--- config.mk ---
export PLATFORM = sky130hd
export DESIGN_NAME = peripheral_adder_arbiter
export DESIGN_NICKNAME = d
export VERILOG_FILES = /design/src/rtl/peripheral_adder_arbiter_pkg.sv /design/src/rtl/peripheral_rr_arbiter.sv /design/src/rtl/peripheral_adder_arbiter.sv
export SDC_FILE = /design/constraint.sdc
export NUM_CORES = 1
export LEC_CHECK = 0
export ABC_AREA = 1
export BUFFER_PORTS_ARGS = -buffer_cell sky130_fd_sc_hd__buf_2
export CAP_MARGIN = 25
export CORE_MARGIN = 2
export CORE_UTILIZATION = 49
export DETAILED_ROUTE_END_ITERATION = 12
export GPL_TIMING_DRIVEN = 0
export PLACE_DENSITY = 0.77
export SLEW_MARGIN = 20
export SYNTH_ARGS = -nofsm -noshare
export SYNTH_HDL_FRONTEND = slang
export SYNTH_SLANG_ARGS = --single-unit
--- constraint.sdc ---
create_clock -name clk -period 4.55 [get_ports clk]
set_input_delay 0.91 -clock clk [delete_from_list [all_inputs] [get_ports clk]]
set_output_delay 0.91 -clock clk [all_outputs]
set_load 0.1 [all_outputs]
--- src/rtl/peripheral_adder_arbiter_pkg.sv ---
// peripheral_adder_arbiter_pkg: shared defaults, id-width helper and response/tag types
package peripheral_adder_arbiter_pkg;
  function automatic int calc_id_w(input int n);
    return (n > 1) ? $clog2(n) : 1;
  endfunction
  localparam int DEF_NUM_REQ = 4;
  localparam int DEF_DATA_W = 8;
  localparam int DEF_ADDER_LAT = 1;
  localparam int DEF_RSP_DEPTH = 4;
  localparam int DEF_ID_W = calc_id_w(DEF_NUM_REQ);
  typedef struct packed {
    logic [DEF_ID_W-1:0] id;
    logic [DEF_DATA_W:0] data;
  } rsp_t;
  typedef struct packed {
    logic valid;
    logic [DEF_ID_W-1:0] id;
  } tag_t;
endpackage

--- src/rtl/peripheral_rr_arbiter.sv ---
// peripheral_rr_arbiter: round-robin one-hot grant; pointer moves past the winner on accept
module peripheral_rr_arbiter
  import peripheral_adder_arbiter_pkg::*;
#(
  parameter int NUM_REQ = DEF_NUM_REQ,
  localparam int ID_W = calc_id_w(NUM_REQ)
) (
  input  logic               clk,
  input  logic               rst_n,
  input  logic [NUM_REQ-1:0] i_req,
  input  logic               i_en,
  input  logic               i_acc,
  output logic [NUM_REQ-1:0] o_gnt,
  output logic [ID_W-1:0]    o_idx
);
  logic [ID_W-1:0] r_ptr;
  logic [ID_W-1:0] w_cand;
  logic            w_hit;
  always_comb begin
    w_hit = 1'b0;
    w_cand = '0;
    o_idx = '0;
    for (int k = 0; k < NUM_REQ; k++) begin
      w_cand = ID_W'((int'(r_ptr) + k) % NUM_REQ);
      if (!w_hit && i_req[w_cand]) begin
        w_hit = 1'b1;
        o_idx = w_cand;
      end
    end
    o_gnt = (w_hit && i_en) ? {{(NUM_REQ-1){1'b0}}, 1'b1} << o_idx : '0;
  end
  always_ff @(posedge clk or negedge rst_n)
    if (!rst_n) r_ptr <= '0;
    else if (i_acc) r_ptr <= (o_idx == ID_W'(NUM_REQ - 1)) ? '0 : o_idx + 1'b1;
endmodule

--- src/rtl/peripheral_adder_arbiter.sv ---
// peripheral_adder_arbiter: shares one fixed-latency adder among requesters with credit-limited issue
module peripheral_adder_arbiter
  import peripheral_adder_arbiter_pkg::*;
#(
  parameter int NUM_REQ = DEF_NUM_REQ,
  parameter int DATA_W = DEF_DATA_W,
  parameter int ADDER_LAT = DEF_ADDER_LAT,
  parameter int RSP_DEPTH = DEF_RSP_DEPTH,
  localparam int ID_W = calc_id_w(NUM_REQ)
) (
  input  logic                      clk,
  input  logic                      rst_n,
  input  logic [NUM_REQ-1:0]        req_valid,
  output logic [NUM_REQ-1:0]        req_ready,
  input  logic [NUM_REQ*DATA_W-1:0] req_in1,
  input  logic [NUM_REQ*DATA_W-1:0] req_in2,
  output logic                      add_issue,
  output logic [DATA_W-1:0]         add_in1,
  output logic [DATA_W-1:0]         add_in2,
  input  logic [DATA_W:0]           add_out,
  output logic                      rsp_valid,
  input  logic                      rsp_ready,
  output logic [ID_W-1:0]           rsp_id,
  output logic [DATA_W:0]           rsp_data,
  output logic                      busy
);
  localparam int CW = $clog2(RSP_DEPTH + 1);
  localparam int PW = calc_id_w(RSP_DEPTH);
  function automatic logic [PW-1:0] bump(input logic [PW-1:0] p);
    return (p == PW'(RSP_DEPTH - 1)) ? '0 : p + 1'b1;
  endfunction
  logic [CW-1:0]   r_credit, r_cnt;
  logic [PW-1:0]   r_wp, r_rp;
  tag_t            r_tag [ADDER_LAT];
  rsp_t            r_mem [RSP_DEPTH];
  logic [ID_W-1:0] w_idx;
  logic            w_acc, w_push, w_pop;
  peripheral_rr_arbiter #(.NUM_REQ(NUM_REQ)) u_arb (
    .clk   (clk),
    .rst_n (rst_n),
    .i_req (req_valid),
    .i_en  (r_credit < CW'(RSP_DEPTH)),
    .i_acc (w_acc),
    .o_gnt (req_ready),
    .o_idx (w_idx)
  );
  assign w_acc = |(req_valid & req_ready);
  assign add_issue = w_acc;
  assign add_in1 = w_acc ? req_in1[w_idx*DATA_W +: DATA_W] : '0;
  assign add_in2 = w_acc ? req_in2[w_idx*DATA_W +: DATA_W] : '0;
  assign w_push = r_tag[ADDER_LAT-1].valid;
  assign w_pop = rsp_valid && rsp_ready;
  assign rsp_valid = r_cnt != '0;
  assign rsp_id = rsp_valid ? r_mem[r_rp].id : '0;
  assign rsp_data = rsp_valid ? r_mem[r_rp].data : '0;
  assign busy = r_credit != '0;
  // Credit covers both in-flight tags and buffered responses, so a push never meets a full FIFO.
  always_ff @(posedge clk or negedge rst_n)
    if (!rst_n) begin
      r_tag <= '{default: '0};
      r_credit <= '0;
      r_cnt <= '0;
      r_wp <= '0;
      r_rp <= '0;
    end else begin
      r_tag[0] <= '{valid: w_acc, id: w_idx};
      for (int s = 1; s < ADDER_LAT; s++) r_tag[s] <= r_tag[s-1];
      r_credit <= r_credit + CW'(w_acc) - CW'(w_pop);
      r_cnt <= r_cnt + CW'(w_push) - CW'(w_pop);
      if (w_push) r_wp <= bump(r_wp);
      if (w_pop) r_rp <= bump(r_rp);
    end
  always_ff @(posedge clk)
    if (w_push) r_mem[r_wp] <= '{id: r_tag[ADDER_LAT-1].id, data: add_out};
  a_no_push_full: assert property (@(posedge clk) disable iff (!rst_n)
    !(w_push && r_cnt == CW'(RSP_DEPTH)));
endmodule

---- After elaboration in Yosys (flattened, before gate mapping) ----
Memory sizes are Yosys's and may differ from the RTL's.
Index checks and enable logic that the tools add are counted.
word-level totals
  register bits ........................... 15
  bits in writable memories ............... 44
  bits of input ports ..................... 80
  memories ................................ 1
operators by class
  add/sub/neg operators ................... 10
  magnitude comparators ................... 5
  eq/ne operators ......................... 3
  shift-type cells ........................ 3
  muxes and demuxes ....................... 26
  bitwise operators ....................... 1
  reductions and logical operators ........ 11
memories
  name   words  width  read ports  clocked after Yosys merged registers in  write ports  RTL line                        text
  r_mem  4      11     1           0                                        1            peripheral_adder_arbiter.sv:35  rsp_t r_mem [RSP_DEPTH];
operators with widths
  operator                                             count
  indexed part select 32 x 6 -> 8 bit                  2
  2-to-1 mux 2 bit                                     8
  2-to-1 mux 8 bit                                     2
  < comparator 2 x 3 -> 1 bit (second input constant)  4
  2-to-1 mux 1 bit                                     10
  2-to-1 mux 9 bit                                     1
  adder 2 x 1 -> 2 bit (second input constant)         4
  binary-select mux 1 bit (select 2 bit)               4
  adder 3 x 1 -> 3 bit                                 2
  equality test 2 bit (second input constant)          3
  nonzero test 3 bit                                   2
  subtractor 3 x 1 -> 3 bit                            2
  logical AND 1 bit                                    5
  adder 2 bit (second input constant)                  2
  bitwise AND 4 bit                                    1
  2-to-1 mux 4 bit                                     1
  OR reduction 4 bit                                   1
  left shift 1 x 2 -> 4 bit (first input constant)     1
  logical NOT 1 bit                                    3
  < comparator 3 bit (second input constant)           1

---- Logic depth before layout (Yosys ltp) ----
Gate-level depths: netlist (run 1).
  word-level depth ........................ 18
  gate-level depth with buffers ........... 18
  mapped depth without buffers ............ 18

---- Cells and area by module ----
From an unflattened synthesis (run 1), not the netlist that was laid out.
unflattened totals
  cell total of the unflattened synthesis .. 523
  area total of the unflattened synthesis .. 3853.7 µm²
modules (own cells, without submodules)
  module                    instances  cells an instance  area an instance (µm²)  seq. area each (µm²)
  peripheral_adder_arbiter  1          442                3402.0                  1646.6
  peripheral_rr_arbiter     1          81                 451.7                   50.0

---- Worst setup path before layout (run 1) ----
OpenSTA, ideal clock, no wires.
  kind .................................... in2out
  start ................................... input req_valid[3]
  end ..................................... output add_in1[0]
  arrival ................................. 4.268 ns
  data required time ...................... 3.640 ns
  slack ................................... -0.628 ns
  stages on the path ...................... 13
  buffers on the path ..................... 0
  cell sequence ........................... inv_1 -> nand2_1 -> nand3_1 -> nand2_1 -> nor2_1 -> nand2_1 -> nand2_2 -> nand3_2 -> nor2_2 -> nor2_2 -> nand2_4 -> inv_4 -> nor2_1
between the ends
  longest elaborated chain between the ends .. 17
RTL lines
  item                                                                   RTL line                        text
  from (decl)                                                            peripheral_adder_arbiter.sv:13  input logic [NUM_REQ-1:0] req_valid,
  binary-select mux 1 bit (select 2 bit)                                 peripheral_rr_arbiter.sv:25     if (!w_hit && i_req[w_cand]) begin
  2-to-1 mux 1 bit (implied by the code)                                 peripheral_rr_arbiter.sv:25
  2-to-1 mux 1 bit                                                       peripheral_rr_arbiter.sv:25
  logical NOT 1 bit                                                      peripheral_rr_arbiter.sv:25
  logical AND 1 bit                                                      peripheral_rr_arbiter.sv:25
  2-to-1 mux 1 bit                                                       peripheral_rr_arbiter.sv:25
  logical NOT 1 bit                                                      peripheral_rr_arbiter.sv:25
  logical AND 1 bit                                                      peripheral_rr_arbiter.sv:25
  (+3 left out)                                                          --
  2-to-1 mux 2 bit / 2-to-1 mux 1 bit (equally long branches)            peripheral_rr_arbiter.sv:25
  left shift 1 x 2 -> 4 bit / logical AND 1 bit (equally long branches)  peripheral_rr_arbiter.sv:30     o_gnt = (w_hit && i_en) ? {{(NUM_REQ-1){1'b0}}, 1'b1} << o_idx : '0;
  2-to-1 mux 4 bit (*)                                                   peripheral_rr_arbiter.sv:30
  net req_ready[2]                                                       peripheral_adder_arbiter.sv:14  output logic [NUM_REQ-1:0] req_ready,
  bitwise AND 4 bit (*)                                                  peripheral_adder_arbiter.sv:47  assign w_acc = |(req_valid & req_ready);
  OR reduction 4 bit (*)                                                 peripheral_adder_arbiter.sv:47
  net add_issue                                                          peripheral_adder_arbiter.sv:17  output logic add_issue,
  2-to-1 mux 8 bit (*)                                                   peripheral_adder_arbiter.sv:49  assign add_in1 = w_acc ? req_in1[w_idx*DATA_W +: DATA_W] : '0;
  to (decl)                                                              peripheral_adder_arbiter.sv:18  output logic [DATA_W-1:0] add_in1,
The timed path passes the listed nets; every way through them passes the cells marked *. The select of a mux whose other input is x is not followed.

---- Worst setup path after layout (run 1) ----
  start ................................... input req_valid[3]
  end ..................................... output add_in2[5]
between the ends
  longest elaborated chain between the ends .. 17
RTL lines
  item                                                                                             RTL line                        text
  parallel branches: the longest is 16 deep, another holds binary-select mux 1 bit (select 2 bit)  --
  2-to-1 mux 8 bit (*)                                                                             peripheral_adder_arbiter.sv:50  assign add_in2 = w_acc ? req_in2[w_idx*DATA_W +: DATA_W] : '0;
  to (decl)                                                                                        peripheral_adder_arbiter.sv:19  output logic [DATA_W-1:0] add_in2,
Mark *: on every way between the ends. The select of a mux whose other input is x is not followed.

==> results of run 1 <==
area by class of cell:
class / count / area (µm²) / area share [%]
timing repair buffer: 113 / 566 / 12.5
clock buffer: 9 / 124 / 2.74
inverter: 45 / 171 / 3.80
clock inverter: 7 / 91.3 / 2.02
buffer: 20 / 110 / 2.44
tap: 99 / 124 / 2.74
sequential: 59 / 1700 / 37.6
multi-input combinational: 348 / 1630 / 36.1
cells in the mapped netlist, types with 4 or more instances:
cell type  number
inv_2           4
dfrtp_1        15
nand4_1         4
nor2_2         14
a21oi_1        11
inv_1          40
buf_2           7
nand2_1       202
edfxtp_1       44
ha_1           10
nand2_2         6
nor2_1         56
clkbuf_1        8
nand3_1         5
o21ai_0        26
flip-flops by register name, summed over array words and instances (netlist names):
signal,flops
r_cnt,3
r_wp,2
w_push,1
r_mem,44
r_credit,3
r_tag,2
r_rp,2
u_arb.r_ptr,2
per-stage QoR:
step	instance area, µm²	util (%)
2_1_floorplan	3610	-
3_3_place_gp	4300	59.9
3_5_place_dp	4300	59.9
4_1_cts	4510	62.9
5_1_grt	4510	62.9
6_report	4510	62.9
worst max-delay path, stage by stage:
cell     delay, ps
buf_2          120
inv_1           80
nand2_1         60
nand3_1        140
nand2_1        100
nor2_1          90
nand2_1         90
nand2_2        110
nand2_1         60
ha_1           190
nand2_1         90
nor2_1          60
nor2_2         180
nand2_4        110
inv_4          140
buf_6          180
nor2_2          40
buf_2          280
cells by family after synthesis:
family | after synthesis | synth area share [%]
xor gates and xnor gates | 4 | 0.976
AOI/OAI and AO/OA | 37 | 5.16
buffers and inverters | 65 | 7.84
adders and majority gates | 12 | 4.60
DFF | 59 | 47.3
and+or+nand+nor | 295 | 34.2
layer usage:
layer | vias to the layer above | wire (µm) | global-route usage (%)
li1 | 1710 | - | -
met1 | 1435 | 3560 | 26.8
met2 | 115 | 4380 | 39.8
met3 | 7 | 568 | 4.48
met4 | 0 | 125 | 10.2
met5 | - | 0 | 0
path summary, 6_finish.rpt:
kind / end / cells after the start / start / slack [ps]
worst max register to register: r_credit[2]$_DFF_PN0_ / 17 / u_arb.r_ptr[1]$_DFFE_PN0P_ / 1790
worst min-delay path: u_arb.r_ptr[0]$_DFFE_PN0P_ / 1 / rst_n / 470
worst min register to register: r_mem[2][10]$_DFFE_PP_ / 0 / r_tag[1]$_DFF_PN0_ / 490
max in group asynchronous: r_tag[0]$_DFF_PN0_ / 1 / rst_n / 3820
worst max-delay path: add_in2[5] / 18 / req_valid[3] / 600
min in group clk: r_mem[2][10]$_DFFE_PP_ / 0 / r_tag[1]$_DFF_PN0_ / 490
==> results.toml, run 1 <==
[worst_setup_path]
path_max_fanout = 10
critPathKind = "input pin to output port"
crit_required_ps = 3640
worstPathArrival_ps = 3040
cp-end-kind = "output port"
start_kind = "input pin"

[min_path]
hold_class = "input pin to asynchronous set/reset pin"

[synthesis]
ys.flop_type = "edfxtp_1"
yosysWarningCount = 0
synth_nets = 564
yosysTopAreaCell = "edfxtp_1"
synth_area_per_cell_um2 = 7.61
ys_seq_area_share_pct = 47.3
ys_types = 27
synth_edf_count = 44
syn_inst = 472
ys_seq_elements = 59
synthTopCellsByArea = "edfxtp_1 (37%), nand2_1 (21%), dfrtp_1 (10%)"
ys_async_sr_fraction_pct = 25.4
syn-cell-area_um2 = 3590
yosysTopAreaCellShare_pct = 36.8

[floorplan]
core-area_um2 = 7180
initial_core_util_pct = 50.0
boundaryPins = 114
die_x_um = 89.6
row_count = 31
dieArea_um2 = 8030
die_h_um = 89.6

[sta]
hold_viol_final = 0
setup_viol = 0
finalSetupTns_ps = 0
drv_slew = 0
tightest_slew_ps = 549
fin_hold_ws_ps = 468
min_period_ps = 3950
slew_headroom_pct = 63.4
period_share_pct = 86.8
clock_skew_ps = 8.94
rsz0062_at_grt = "no"
fin_ws_ps = 600
fmax_ghz = 0.253

[layout]
final_common_cell = "nand2_1"
fillers = 639
n_antenna_cell = 0
instances_no_fill = 700
post_route_cells_drive_above_1_share_pct = 29.6
finish.net_count = 688
final_cell_mix = "nand2_1 (202), buf_2 (120), nor2_1 (50)"
syn_to_final_growth_pct = 25.8

[routing]
drc = 0
routed_wl_mm = 8.64
detail-route-antenna-nets = 0
wl_per_cell_um = 12.3
drt_first_iter_violations = 94
dr_total_vias = 3267
vias_per_cell = 4.67
firstDrtPassIters = 4

[placed_design]
hpwlAfterDp_mm = 6.43
gp_routability_congestion = 0.814
io_buffers = 113
dpl.cell_count = 684
dpl_worst_slack_ps = 598

[global_routing]
grt_usage_pct = 22.7
grt-ovfl-total = 0
grt_pass1_vias = 3033
grt_max_degree = 16
grt_pass1_wl_mm = 13.7
antenna_found_initial = 0

[cts]
cts-hold-fix-buffers = 0
cts_tree = "done"
cts_buffer_depth = 2
cts_resized = 0
clk_pin_slew_ps = 70
htree_levels = 3
cts_made_buffers = 9
cts_sinks = 59
insertion_delay_ps = 340
root_buffer = "clkbuf_8"
postCtsSetupBuffers = 0

[run]
drv_cap = 0

[status]
status = "completed"
Power of run 1 is left out: the tool's default activity adds up to more than one toggle a clock period on the data nets, which glitch-free logic cannot reach.
==> inputs of run 2 (changes only) <==
--- a/config.mk
+++ b/config.mk
@@ -6,13 +6,12 @@
 export NUM_CORES = 1
 export LEC_CHECK = 0
 export ABC_AREA = 1
-export BUFFER_PORTS_ARGS = -buffer_cell sky130_fd_sc_hd__buf_2
 export CAP_MARGIN = 25
-export CORE_MARGIN = 2
-export CORE_UTILIZATION = 49
+export CORE_UTILIZATION = 65
 export DETAILED_ROUTE_END_ITERATION = 12
+export DONT_BUFFER_PORTS = 1
 export GPL_TIMING_DRIVEN = 0
-export PLACE_DENSITY = 0.77
+export PLACE_DENSITY = 0.81
 export SLEW_MARGIN = 20
 export SYNTH_ARGS = -nofsm -noshare
 export SYNTH_HDL_FRONTEND = slang
==> run 2 against run 1 <==
- critical path depth down 5
- worst setup slack lost 580 ps
- maximum frequency is 13% lower
- cell count is 19% lower
- worst hold slack got worse by 200 ps
- routed wire length down 2.2%
- global-route usage up 7.7 points
==> results.toml, run 2 (synthesis gave the netlist of run 1 again) <==
[status]
status = "completed"

[routing]
drc = 0
detail-route-antenna-nets = 0
vias_per_cell = 5.39
dr_total_vias = 3063
wl_per_cell_um = 14.9
routed_wl_mm = 8.45
firstDrtPassIters = 5
drt_first_iter_violations = 204

[floorplan]
boundaryPins = 114
die_x_um = 76.3
core-area_um2 = 5200
dieArea_um2 = 5820
row_count = 26
die_h_um = 76.3
initial_core_util_pct = 69.0

[cts]
cts_buffer_depth = 2
root_buffer = "clkbuf_8"
htree_levels = 3
cts_sinks = 59
cts_tree = "done"
cts-hold-fix-buffers = 0
cts_made_buffers = 9
clk_pin_slew_ps = 60
insertion_delay_ps = 330

[worst_setup_path]
start_kind = "flop"
critPathKind = "flop to output port"
regToRegSetupSlack_ps = 1430
slowest_stage = "nor2_2"
crit_family = "simple AND/OR/NAND/NOR gates"
crit_chain = "buf_4 -> nand2_1 -> nand2_1 -> nand2_1 -> nand2_2 -> nand4_1 -> buf_4 -> nand3_2 -> nor2_4 -> nor2_2 -> nand2_8 -> inv_6 -> nor2_2"
path_max_fanout = 10
crit_path_frequent_cell = "nand2_1"
slowest_delay_ps = 820
worstPathArrival_ps = 3620
crit_required_ps = 3640
cp-end-kind = "output port"
path_buf_inv = 3

[layout]
multiInputGateArea_um2 = 1770
syn_to_final_growth_pct = 16.6
post_route_cells_drive_above_1_share_pct = 17.3
fillers = 334
finish.net_count = 585
largest_register_ffs = 44
regArea_um2 = 1700
post-route-util_pct = 80.4
largest-register = "r_mem"
instances_no_fill = 568
n_antenna_cell = 0
final_cell_mix = "nand2_1 (201), nor2_1 (50), edfxtp_1 (44)"
top_regs = "r_mem (44), r_cnt (3), r_credit (3)"
final_common_cell = "nand2_1"

[sta]
fin_hold_ws_ps = 267
tightest_slew_ps = 1070
rsz0062_at_grt = "yes"
slew_headroom_pct = 28.7
min_period_ps = 4530
drv_slew = 0
fmax_ghz = 0.221
clock_skew_ps = 6.29
hold_viol_final = 0
setup_viol = 0
period_share_pct = 99.5

[placed_design]
dpl.cell_count = 550
gp_routability_congestion = 0.890
io_buffers = 0
hpwlAfterDp_mm = 5.94

[global_routing]
grt_usage_pct = 30.4
grt_max_degree = 16
grt_pass1_wl_mm = 13.6
antenna_found_initial = 0
grt-ovfl-total = 0
grt_pass1_vias = 2969

[run]
drv_cap = 0

[min_path]
hold_class = "input pin to asynchronous set/reset pin"
## run 2: worst reg2reg max path: cells and delay by family, from the launching register on
family | cells | cell delay [ps]
simple gates | 9 | 1660
fa+ha+maj | 2 | 630
flops | 1 | 400
buf+inv | 2 | 330
## run 2: path summary, 6_finish.rpt
path / from / endpoint / cells past startpoint
worst max-delay path: u_arb.r_ptr[0]$_DFFE_PN0P_ / add_in1[0] / 13
min in group clk: r_tag[0]$_DFF_PN0_ / r_mem[2][9]$_DFFE_PP_ / 0
worst min register to register: r_tag[0]$_DFF_PN0_ / r_mem[2][9]$_DFFE_PP_ / 0
max in group asynchronous: rst_n / r_wp[0]$_DFFE_PN0P_ / 0
worst max register to register: u_arb.r_ptr[0]$_DFFE_PN0P_ / r_credit[1]$_DFF_PN0_ / 13
worst min-delay path: rst_n / r_credit[2]$_DFF_PN0_ / 0
## run 2: layout make-up
cell class,instances,share of cell area (%)
inverter,45,4.16
multi-input combinational,348,42.2
buffer,20,2.84
clock buffer,9,2.96
tap,70,2.09
clock inverter,7,1.97
sequential,59,40.5
timing repair buffer,10,3.23
## run 2: through the flow
| step | setup WS, ps | cell area, µm² | setup TNS (ps) |
|---|---|---|---|
| after floorplan | 0.335 | 3610 | 0 |
| after global placement | -235 | 3700 | -2630 |
| final | 20.6 | 4190 | 0 |
| after detailed placement | -280 | 3880 | -3350 |
| after CTS | -274 | 4090 | -3250 |
| after global routing | -131 | 4190 | -762 |
## run 2: repair_timing
item,4_1_cts,5_1_grt
setup endpoints to repair,16,16
pin swaps,0,7
buffers inserted,0,2
resized for setup,0,17
## run 2: routing by layer
layer,track usage [%],routed length [µm],vias up
met4,15.2,229,0
met5,0,0,-
li1,-,-,1510
met2,55.8,4400,169
met1,34.1,3190,1363
met3,4.67,638,21
Power of run 2 is left out for the same reason.
==> inputs of run 3 (changes only) <==
--- a/config.mk
+++ b/config.mk
@@ -11,8 +11,7 @@
 export DETAILED_ROUTE_END_ITERATION = 12
 export DONT_BUFFER_PORTS = 1
 export GPL_TIMING_DRIVEN = 0
-export PLACE_DENSITY = 0.81
-export SLEW_MARGIN = 20
+export PLACE_DENSITY = 0.79
 export SYNTH_ARGS = -nofsm -noshare
 export SYNTH_HDL_FRONTEND = slang
 export SYNTH_SLANG_ARGS = --single-unit
==> run 3 against run 2 <==
- final area is 0.48% higher
- maximum frequency shrank 0.42%
- routed wire length up 4.5%
- highest routed layer unchanged
- global-route usage increased by 0.50 points
- non-clock buffer count up 2
- utilization up 0.38 points
- first-iteration DRC count is 22% higher
- clock skew barely moved
==> results.toml, run 3 (synthesis gave the netlist of run 1 again) <==
[worst_setup_path]
worstPathArrival_ps = 3640
r2r_end = "r_credit[1]$_DFF_PN0_"
crit_required_ps = 3640
crit_chain = "inv_2 -> buf_6 -> nand2_1 -> nand2_1 -> nand2_1 -> nand2_2 -> nand4_1 -> nand2_4 -> nand2_1 -> nor2_4 -> nor2_4 -> nand2_8 -> inv_4 -> nor2_2"
start_kind = "flop"
slowest_stage = "nor2_2"
reg2reg_depth = 14
slowest_delay_ps = 820
crit_path_frequent_cell = "nand2_1"
regToRegSetupSlack_ps = 1410
cp-end-kind = "output port"
critPathKind = "flop to output port"
path_max_fanout = 10
worstReg2RegStart = "u_arb.r_ptr[0]$_DFFE_PN0P_"

[placed_design]
placed_area_um2 = 3920
io_buffers = 0
gp_routability_congestion = 0.924
hpwlAfterDp_mm = 5.81

[cts]
clk_pin_slew_ps = 70
htree_levels = 3
root_buffer = "clkbuf_8"
insertion_delay_ps = 340
cts_buffer_depth = 2
cts_tree = "done"
cts_sinks = 59
cts_made_buffers = 9

[sta]
period_share_pct = 100
drv_slew = 0
clock_skew_ps = 6.08
slew_headroom_pct = 28.8
finalSetupTns_ps = 0
rsz0062_at_grt = "yes"
fmax_ghz = 0.220
tightest_slew_ps = 1070
hold_viol_final = 0
min_period_ps = 4550
setup_viol = 0

[layout]
post-route-util_pct = 80.8
n_antenna_cell = 0
top_regs = "r_mem (44), r_cnt (3), r_credit (3)"
post_route_cells_drive_above_1_share_pct = 17.2
syn_to_final_growth_pct = 17.1
finish.net_count = 587
largest-register = "r_mem"
final_cell_area_um2 = 4210
largest_register_ffs = 44
final_cell_mix = "nand2_1 (202), nor2_1 (50), edfxtp_1 (44)"
final_common_cell = "nand2_1"

[global_routing]
grt-ovfl-total = 0
grt_pass1_vias = 3112
met1_usage_pct = 33.0
grt_max_degree = 16
grt_busiest_layer = "met2"
grt_use_met2_pct = 56.0
grt_pass1_wl_mm = 13.8
grt_usage_pct = 30.9
antenna_found_initial = 0
gr-usage-met3_pct = 5.03

[floorplan]
initial_core_util_pct = 69.0
core-area_um2 = 5200
die_h_um = 76.3
row_count = 26
die_x_um = 76.3
dieArea_um2 = 5820
boundaryPins = 114

[min_path]
hold_class = "input pin to asynchronous set/reset pin"

[run]
drv_cap = 0

[routing]
detail-route-antenna-nets = 0
wl_per_cell_um = 15.5
routed_wl_mm = 8.83
dr_total_vias = 3104
firstDrtPassIters = 5
vias_per_cell = 5.45
drc = 0
drt_first_iter_violations = 249

[status]
status = "completed"
## run 3: cell types whose count changed in the layout (fill, tap and decap cells not counted), moves of 2 or more
cell	delta
buf_8	+2
clkinv_2	-2
a21oi_2	+3
a21oi_4	-3
## run 3: how the worst max path moves through the flow
stage	start	endpoint	slack, ps
after floorplan	req_valid[3]	add_in1[4]	0.3
after global placement	req_valid[3]	add_in2[6]	-250
after detailed placement	req_valid[3]	add_in2[6]	-270
after CTS	req_valid[3]	add_in2[6]	-270
after global routing	u_arb.r_ptr[0]$_DFFE_PN0P_	add_in2[7]	-140
final	u_arb.r_ptr[0]$_DFFE_PN0P_	add_in1[2]	2
## run 3: stage by stage
stage / instances / worst slack (ps) / hold WS (ps)
after detailed placement: 553 / -269 / 482
final: 570 / 1.57 / 262
after CTS: 569 / -275 / 258
after global routing: 570 / -142 / 255
after global placement: 542 / -248 / 482
after floorplan: 472 / 0.335 / 455
## run 3: cell type report
type	instances	area, µm²
plain buffers	20	110
multi-input cells	348	1750
clock inverters	6	80.1
flip-flops and latches	59	1700
clock buffers	10	128
well taps	70	87.6
inverters	45	171
fillers	359	1000
repair buffers	12	185
## run 3: layer usage
layer	wire length [µm]	vias up	share of wire [%]
met4	197	0	2.2
li1	-	1517	-
met3	720	17	8.2
met5	0	-	0
met1	3180	1406	36
met2	4730	164	54
## run 3: what timing repair did
action,in CTS,in global routing
setup buffers,0,1
resized for setup,0,14
hold endpoints to repair,0,0
hold buffers,0,0
pin swaps,0,5
endpoints found under the setup margin,16,16
cloned,0,0
## run 3: worst max-delay path: cells and delay by family (launching register included)
| family | cells | cell delay (ps) |
|---|---|---|
| buffers and inverters | 3 | 350 |
| flip-flops | 1 | 400 |
| AND/OR/NAND/NOR | 11 | 2540 |
Power of run 3 is left out for the same reason.
